==> src/rtl/spacewar_pkg.sv <==
// Shared types and constants for the Spacewar game core blocks.
package spacewar_pkg;

   // Default slot count shared by the physics, collision and object RAM blocks
   localparam int SPACEWAR_N_OBJ = 8;

   typedef enum logic [2:0] {
      IDLE,
      UPD_ISSUE,
      UPD_WAIT,
      COLLIDE,
      DONE
   } sched_state_t;

endpackage

==> src/rtl/spacewar_pair_iter.sv <==
// Triangular (a,b) counter: walks every unordered pair a<b in lexicographic order.
module spacewar_pair_iter #(
   parameter int N_OBJ = 8,
   parameter int ID_W  = $clog2(N_OBJ)
) (
   input  logic            clk,
   input  logic            rst_n,
   input  logic            clr,
   input  logic            step,
   output logic [ID_W-1:0] a,
   output logic [ID_W-1:0] b,
   output logic            last
);

   localparam logic [ID_W-1:0] LAST_A = ID_W'(N_OBJ - 2);
   localparam logic [ID_W-1:0] LAST_B = ID_W'(N_OBJ - 1);

   // Reset parks at (0,0); clr loads the first real pair (0,1).
   always_ff @(posedge clk or negedge rst_n) begin
      if (!rst_n) begin
         a <= '0;
         b <= '0;
      end else if (clr) begin
         a <= '0;
         b <= ID_W'(1);
      end else if (step && !last) begin
         if (b == LAST_B) begin
            a <= a + ID_W'(1);
            b <= a + ID_W'(2);
         end else begin
            b <= b + ID_W'(1);
         end
      end
   end

   assign last = (a == LAST_A) && (b == LAST_B);

endmodule

==> src/rtl/spacewar_frame_sched.sv <==
// Per-frame scheduler: physics update for every live slot, then collision check of every live pair.
module spacewar_frame_sched import spacewar_pkg::*; #(
   parameter int N_OBJ = SPACEWAR_N_OBJ,
   parameter int ID_W  = $clog2(N_OBJ)
) (
   input  logic             clk,
   input  logic             rst_n,
   input  logic             frame_tick,
   input  logic             enable,
   input  logic [N_OBJ-1:0] obj_active,
   input  logic             clr_overrun,
   output logic             phys_valid,
   output logic [ID_W-1:0]  phys_id,
   input  logic             phys_ready,
   input  logic             phys_done,
   output logic             col_valid,
   output logic [ID_W-1:0]  col_a,
   output logic [ID_W-1:0]  col_b,
   input  logic             col_ready,
   output logic             busy,
   output logic             frame_done,
   output logic             overrun
);

   localparam logic [ID_W-1:0] IDX_LAST = ID_W'(N_OBJ - 1);

   sched_state_t     state, state_nxt;
   logic [ID_W-1:0]  idx, idx_nxt;
   logic [N_OBJ-1:0] act_q;
   logic [ID_W-1:0]  pa, pb;
   logic             pair_last, pair_clr, pair_step;
   logic             start, slot_adv, pair_live;

   assign start     = (state == IDLE) && frame_tick && enable;
   assign pair_live = act_q[pa] && act_q[pb];

   spacewar_pair_iter #(.N_OBJ(N_OBJ), .ID_W(ID_W)) u_pair_iter (
      .clk   (clk),
      .rst_n (rst_n),
      .clr   (pair_clr),
      .step  (pair_step),
      .a     (pa),
      .b     (pb),
      .last  (pair_last)
   );

   always_ff @(posedge clk or negedge rst_n) begin
      if (!rst_n) begin
         state <= IDLE;
         idx   <= '0;
         act_q <= '0;
      end else begin
         state <= state_nxt;
         idx   <= idx_nxt;
         if (start) act_q <= obj_active;
      end
   end

   // Set has priority so a late tick is never lost to a concurrent clear
   always_ff @(posedge clk or negedge rst_n) begin
      if (!rst_n)                           overrun <= 1'b0;
      else if (frame_tick && state != IDLE) overrun <= 1'b1;
      else if (clr_overrun)                 overrun <= 1'b0;
   end

   always_comb begin
      state_nxt = state;
      idx_nxt   = idx;
      pair_clr  = 1'b0;
      pair_step = 1'b0;
      slot_adv  = 1'b0;
      case (state)
         IDLE: begin
            if (start) begin
               state_nxt = UPD_ISSUE;
               idx_nxt   = '0;
               pair_clr  = 1'b1;
            end
         end
         UPD_ISSUE: begin
            if (!act_q[idx])     slot_adv  = 1'b1;
            else if (phys_ready) state_nxt = UPD_WAIT;
         end
         UPD_WAIT: begin
            if (phys_done) slot_adv = 1'b1;
         end
         COLLIDE: begin
            if (!pair_live || col_ready) begin
               if (pair_last) state_nxt = DONE;
               else           pair_step = 1'b1;
            end
         end
         DONE:    state_nxt = IDLE;
         default: state_nxt = IDLE;
      endcase
      if (slot_adv) begin
         if (idx == IDX_LAST) begin
            state_nxt = COLLIDE;
            idx_nxt   = '0;
         end else begin
            state_nxt = UPD_ISSUE;
            idx_nxt   = idx + ID_W'(1);
         end
      end
   end

   assign phys_valid = (state == UPD_ISSUE) && act_q[idx];
   assign phys_id    = idx;
   assign col_valid  = (state == COLLIDE) && pair_live;
   assign col_a      = pa;
   assign col_b      = pb;
   assign busy       = (state != IDLE);
   assign frame_done = (state == DONE);

endmodule

==> config.mk <==
export PLATFORM = sky130hd
export DESIGN_NAME = spacewar_frame_sched
export DESIGN_NICKNAME = d
export VERILOG_FILES = /design/src/rtl/spacewar_pkg.sv /design/src/rtl/spacewar_pair_iter.sv /design/src/rtl/spacewar_frame_sched.sv
export SDC_FILE = /design/constraint.sdc
export NUM_CORES = 1
export LEC_CHECK = 0
export ABC_CLOCK_PERIOD_IN_PS = 2600
export CORE_ASPECT_RATIO = 1.5
export CORE_UTILIZATION = 40
export DETAILED_ROUTE_END_ITERATION = 10
export GPL_ROUTABILITY_DRIVEN = 0
export MAX_ROUTING_LAYER = met4
export PLACE_DENSITY = 0.67
export SYNTH_ARGS = -nofsm -noshare
export SYNTH_HDL_FRONTEND = slang
export SYNTH_SLANG_ARGS = --single-unit
==> constraint.sdc <==
create_clock -name clk -period 2.6 [get_ports clk]
set_input_delay 0.39 -clock clk [delete_from_list [all_inputs] [get_ports clk]]
set_output_delay 0.39 -clock clk [all_outputs]
set_load 0.005 [all_outputs]
# Word level (Yosys, flattened, before mapping)
# Cells that the tools add are included.
[word_totals]
reg_bits = 21
in_bits = 16
out_inout_bits = 14
elab_cells = 81
[op_classes]
addsub = 4
n_lt_le_gt_ge = 3
n_eq_ne = 13
mux = 34
reduce_logical = 21
[op_table]
columns = ["cell", "count"]
rows = [
  ["3-bit two-way mux", 16],
  ["3-bit == test, second input constant", 4],
  ["3-bit by 4-bit < comparator with 1-bit output, second input constant", 3],
  ["1-bit two-way mux", 12],
  ["3-bit != test, second input constant", 4],
  ["3-bit one-hot mux with 4 select lines", 1],
  ["2-bit nonzero test", 5],
  ["3-bit by 1-bit adder with 3-bit output, second input constant", 3],
  ["1-bit binary-select mux with 3-bit select", 3],
  ["1-bit logical AND", 8],
  ["3-bit by 2-bit == test with 1-bit output, second input constant", 2],
  ["6-bit AND reduction", 1],
  ["2-bit AND reduction", 2],
  ["3-bit by 2-bit adder with 3-bit output, second input constant", 1],
  ["3-bit by 1-bit == test with 1-bit output, second input constant", 1],
  ["3-bit zero test", 1],
  ["3-bit by 2-bit != test with 1-bit output, second input constant", 1],
  ["3-bit nonzero test", 1],
  ["1-bit zero test", 2],
  ["2-bit two-way mux", 1],
  ["2-bit != test, second input constant", 1],
  ["1-bit one-hot mux with 2 select lines", 1],
  ["1-bit logical OR", 1],
]

# Longest topological paths before layout
[logic_depth]
ltp_word = 10
ltp_mapped = 7
ltp_nobuf = 6

# Cells and area by module
# A second synthesis with hierarchy kept.
[unflattened]
hier_cells = 117
area_unflattened_um2 = 1313.8
[by_module_without_submodules]
columns = ["mod", "n_inst", "cells_each", "area_each_um2", "seq_area_each_um2"]
rows = [
  ["spacewar_frame_sched", 1, 73, 902.1, 375.4],
  ["spacewar_pair_iter", 1, 44, 411.6, 150.1],
]

# Worst setup path after synthesis
# No wires, ideal clock.
[synth_path]
kind = "register to register"
from = "reg u_pair_iter.a[0]"
to = "reg state[1]"
setup_time_ps = 126
arrival_ps = 1768
required_ps = 2474
path_slack_ps = 706
stages_incl_launch_ff = 6
n_path_buf = 0
synth_period_minus_slack_ps = 1894
cell_sequence = "dfrtp_1 mux4_1 mux2i_1 nor3_1 a21o_1 o311a_1"
[synth_via]
elab_chain_len = 7
elab_cells_between_ends = 10
classes_between = "eq/ne (3); mux (2); reduce/logical (5)"
[synth_lines]
columns = ["item", "line_no", "text"]
rows = [
  ["start, declared", "spacewar_pair_iter.sv:10", "output logic [ID_W-1:0] a,"],
  ["start signal, assigned", "spacewar_pair_iter.sv:28", "a <= a + ID_W'(1);"],
  ["1-bit binary-select mux with 3-bit select", "spacewar_frame_sched.sv:35", "assign pair_live = act_q[pa] && act_q[pb];"],
  ["1-bit two-way mux (not written as such)", "spacewar_frame_sched.sv:35", ""],
  ["1-bit logical AND", "spacewar_frame_sched.sv:35", ""],
  ["1-bit zero test", "spacewar_frame_sched.sv:88", "if (!pair_live || col_ready) begin"],
  ["1-bit logical OR", "spacewar_frame_sched.sv:88", ""],
  ["3-bit != test (no source line)", "n/a", ""],
  ["6-bit AND reduction (no source line) *", "n/a", ""],
  ["end signal, assigned", "spacewar_frame_sched.sv:53", "state <= state_nxt;"],
  ["end, declared", "spacewar_frame_sched.sv:27", "sched_state_t state, state_nxt;"],
]
# Mark *: on every way between the ends. The rest lies on a longest branch, timed or not. The select of a mux whose other input is x is not followed.
# A chain may end at the register's enable or synchronous reset.

# Worst setup path after layout
[layout_path]
from = "reg u_pair_iter.a[0]"
to = "out col_valid"
[layout_via]
elab_chain_len = 4
[layout_lines]
columns = ["item", "line_no", "text"]
rows = [
  ["1-bit binary-select mux with 3-bit select", "spacewar_frame_sched.sv:35", ""],
  ["1-bit two-way mux (not written as such)", "spacewar_frame_sched.sv:35", ""],
  ["1-bit logical AND", "spacewar_frame_sched.sv:35", ""],
  ["1-bit logical AND", "spacewar_frame_sched.sv:109", "assign col_valid = (state == COLLIDE) && pair_live;"],
  ["end, declared", "spacewar_frame_sched.sv:16", "output logic col_valid,"],
]
# No other way between the ends. The select of a mux whose other input is x is not followed.

==> results.cfg <==
[power]
peakVddDrop_v = 0.000662
powerDensity_nw_per_um2 = 1160
leakagePower_uw = 0.000722
finalPower_uw = 1900

[route]
wl_per_cell_um = 13.5
drtPass1Iterations = 4
routed_wl_um = 2660
wl_met1_um = 1110
ant_nets = 0
maxUsedRoutingLayer = met4
drc = 0
first_iter_violations = 28
viasPerCell = 5.46
wl_met3_um = 115
vias = 1075
wl_met2_um = 1390

[setup_path]
slowest_delay_ns = 0.56
timing_worst_setup_path_type = flop to output pin
arrival_ns = 2.04
worst_setup_path_end_kind = output pin
path_cells = mux4_1 -> mux2i_1 -> nor3_1 -> clkdlybuf4s50_1
critPathMaxFanout = 7
critPathLaunch = u_pair_iter.a[0]$_DFFE_PN0P_
crit_required_ns = 2.21
crit_path_end = col_valid
r2r_slack_ns = 0.63
reg2reg_from = u_pair_iter.b[1]$_DFFE_PN0P_
r2r_cells = 6
start_kind = flop
crit_slowest_cell = mux4_1
r2r_end = state[1]$_DFFE_PN0P_

[final_layout]
nets = 181
n_antenna_cell = 0
area_delta_synth_final_pct = 30.4
fillers = 300
final_layout_size_suffix_gt1_share_pct = 9.49

[job]
drv_cap = 0

[placed_design]
hpwlAfterDp_um = 2060
portBuffers = 29

[clock_network]
clkLatencyLatePin_ns = 0.26
cts_made_buffers = 3
cts_setup_buffers = 0
cts_buffer_depth = 2
cts_sinks = 21
cts_tree = built
post_cts_resized = 0
path_clk_slew_ns = 0.08
htreeDepth = 1
cts_root_buffer = clkbuf_8
postCtsHoldBufs = 0

[grt]
grt_pass1_vias = 1035
antenna_found_initial = 0
grt_use_total_pct = 19.4
grt_pass1_wl_um = 4630
grt_max_degree = 22
grt-ovfl-total = 0

[timing]
finalCritPeriodShare_pct = 93.4
setup_tns_ns = 0
slew_headroom_pct = 65.9
rsz0062_at_grt = false
layout_min_cycle_time_ns = 2.43
setup_violations = 0
fmax_mhz = 412
tightest_slew_ns = 0.508
finClkSkew_ns = 0.00290
hold_violations = 0
maxSlewViolCount = 0

[synthesis]
synth_seq_cells = 21
ys_seq_area_share_pct = 41.9
ys_types = 29
syn_area_per_cell_sq_um = 9.79
async_flop_share_pct = 100
synth_cells = 128
ys_warn_count = 0
synth_edf_count = 0
syn-num-nets = 150
synthFlopType = dfrtp_1
synth.cell_area_sq_um = 1250

[run_status]
outcome = complete, no violations

[floorplan]
dieArea_sq_um = 3370
rows = 24
start_util_pct = 42.6
fp.dieH_um = 70.6
core-area_sq_um = 2940
io-pin-count = 30
die_w_um = 47.7

[worst_hold_path]
min_path_type = input pin to asynchronous set/reset pin
-- worst min-delay path by stage --
stage | startpoint | to | slack, ns | cells after the start
detailed placement | act_q[3]$_DFFE_PN0P_ | act_q[3]$_DFFE_PN0P_ | 0.52 | 2
finish | rst_n | u_pair_iter.b[0]$_DFFE_PN0P_ | 0.46 | 2
global placement | act_q[3]$_DFFE_PN0P_ | act_q[3]$_DFFE_PN0P_ | 0.52 | 2
global route | rst_n | state[2]$_DFFE_PN0P_ | 0.50 | 2
floorplan | rst_n | act_q[0]$_DFFE_PN0P_ | 0.09 | 0
CTS | rst_n | u_pair_iter.b[0]$_DFFE_PN0P_ | 0.48 | 2
-- through the flow --
stage	setup WS (ns)	util [%]	area (sq um)	hold WS, ns	std cells
2_1_floorplan	0.706	-	1250	0.0944	128
3_3_place_gp	0.450	54.0	1590	0.519	193
3_5_place_dp	0.410	54.0	1590	0.520	193
4_1_cts	0.115	55.5	1630	0.478	197
5_1_grt	0.0170	55.6	1640	0.504	197
6_report	0.171	55.6	1640	0.465	197
-- per-layer routing --
metal	global-route usage [%]	vias up
met5	-	-
met1	23.6	508
met4	7.72	0
met3	2.30	6
met2	31.5	39
li1	-	522
-- worst max-delay path: cells and delay by family, from the launching register on --
kind	cells	cell delay, ns
buffers and inverters	1	0.46
flip-flops	1	0.43
multiplexers	2	0.79
AND/OR/NAND/NOR	1	0.10
-- synthesized netlist by cell type, types with 2 or more instances --
cell type | n | area share, %
a21oi_1 | 3 | 1.2
a31o_2 | 2 | 1.4
a31oi_1 | 3 | 1.5
clkbuf_1 | 5 | 1.5
dfrtp_1 | 21 | 42
ha_1 | 6 | 6.0
inv_1 | 4 | 1.2
mux2i_1 | 8 | 6.4
mux4_1 | 2 | 4.2
mux4_2 | 4 | 7.2
nand2_1 | 36 | 11
nand3_1 | 2 | 0.80
nand3b_1 | 3 | 1.8
nor2_1 | 5 | 1.5
nor3_1 | 5 | 2.0
o21ai_0 | 6 | 2.4
-- state kept, by name, summed over array words and instances (netlist names) --
signal and flops:
act_q 8, phys_id 3, u_pair_iter.a 3, overrun 1, state 3, u_pair_iter.b 3
-- logic make-up (layout without fill, tap and decap cells) --
family | after synthesis | in the layout | synth area share, %
and+or+nand+nor | 57 | 57 | 20.4
DFF | 21 | 21 | 41.9
AOI/OAI and AO/OA | 20 | 20 | 10.6
muxes | 14 | 14 | 17.8
buffers and inverters | 9 | 39 | 2.69
adders and majority gates | 6 | 6 | 5.99
xor gates and xnor gates | 1 | 1 | 0.699
-- report_power, final --
group,switching [uW],internal [uW]
clock,105,109
sequential,223,484
combinational,410,566
total,738,1160
-- final cells by class --
type | count | area [sq um] | share of cell area (%)
multi-input cells | 98 | 694 | 42.5
inverters | 4 | 15.0 | 0.918
repair buffers | 31 | 305 | 18.7
flip-flops and latches | 21 | 527 | 32.2
clock buffers | 4 | 45.0 | 2.75
well taps | 39 | 48.8 | 2.98
-- cells in the final DEF (no fill, tap or decap), types with 2 or more instances in the layout --
cell type / Yosys / layout
a31o_2: 2 / 2
nand3_1: 2 / 2
nor2_1: 5 / 5
mux4_1: 2 / 2
mux2i_1: 8 / 8
a31oi_1: 3 / 3
nand3b_1: 3 / 3
clkdlybuf4s50_1: 0 / 29
a21oi_1: 3 / 3
ha_1: 6 / 6
mux4_2: 4 / 4
inv_1: 4 / 4
nor3_1: 5 / 5
nand2_1: 36 / 36
buf_4: 0 / 2
dfrtp_1: 21 / 20
clkbuf_8: 0 / 3
o21ai_0: 6 / 6
(Power assumes the default switching activity.)
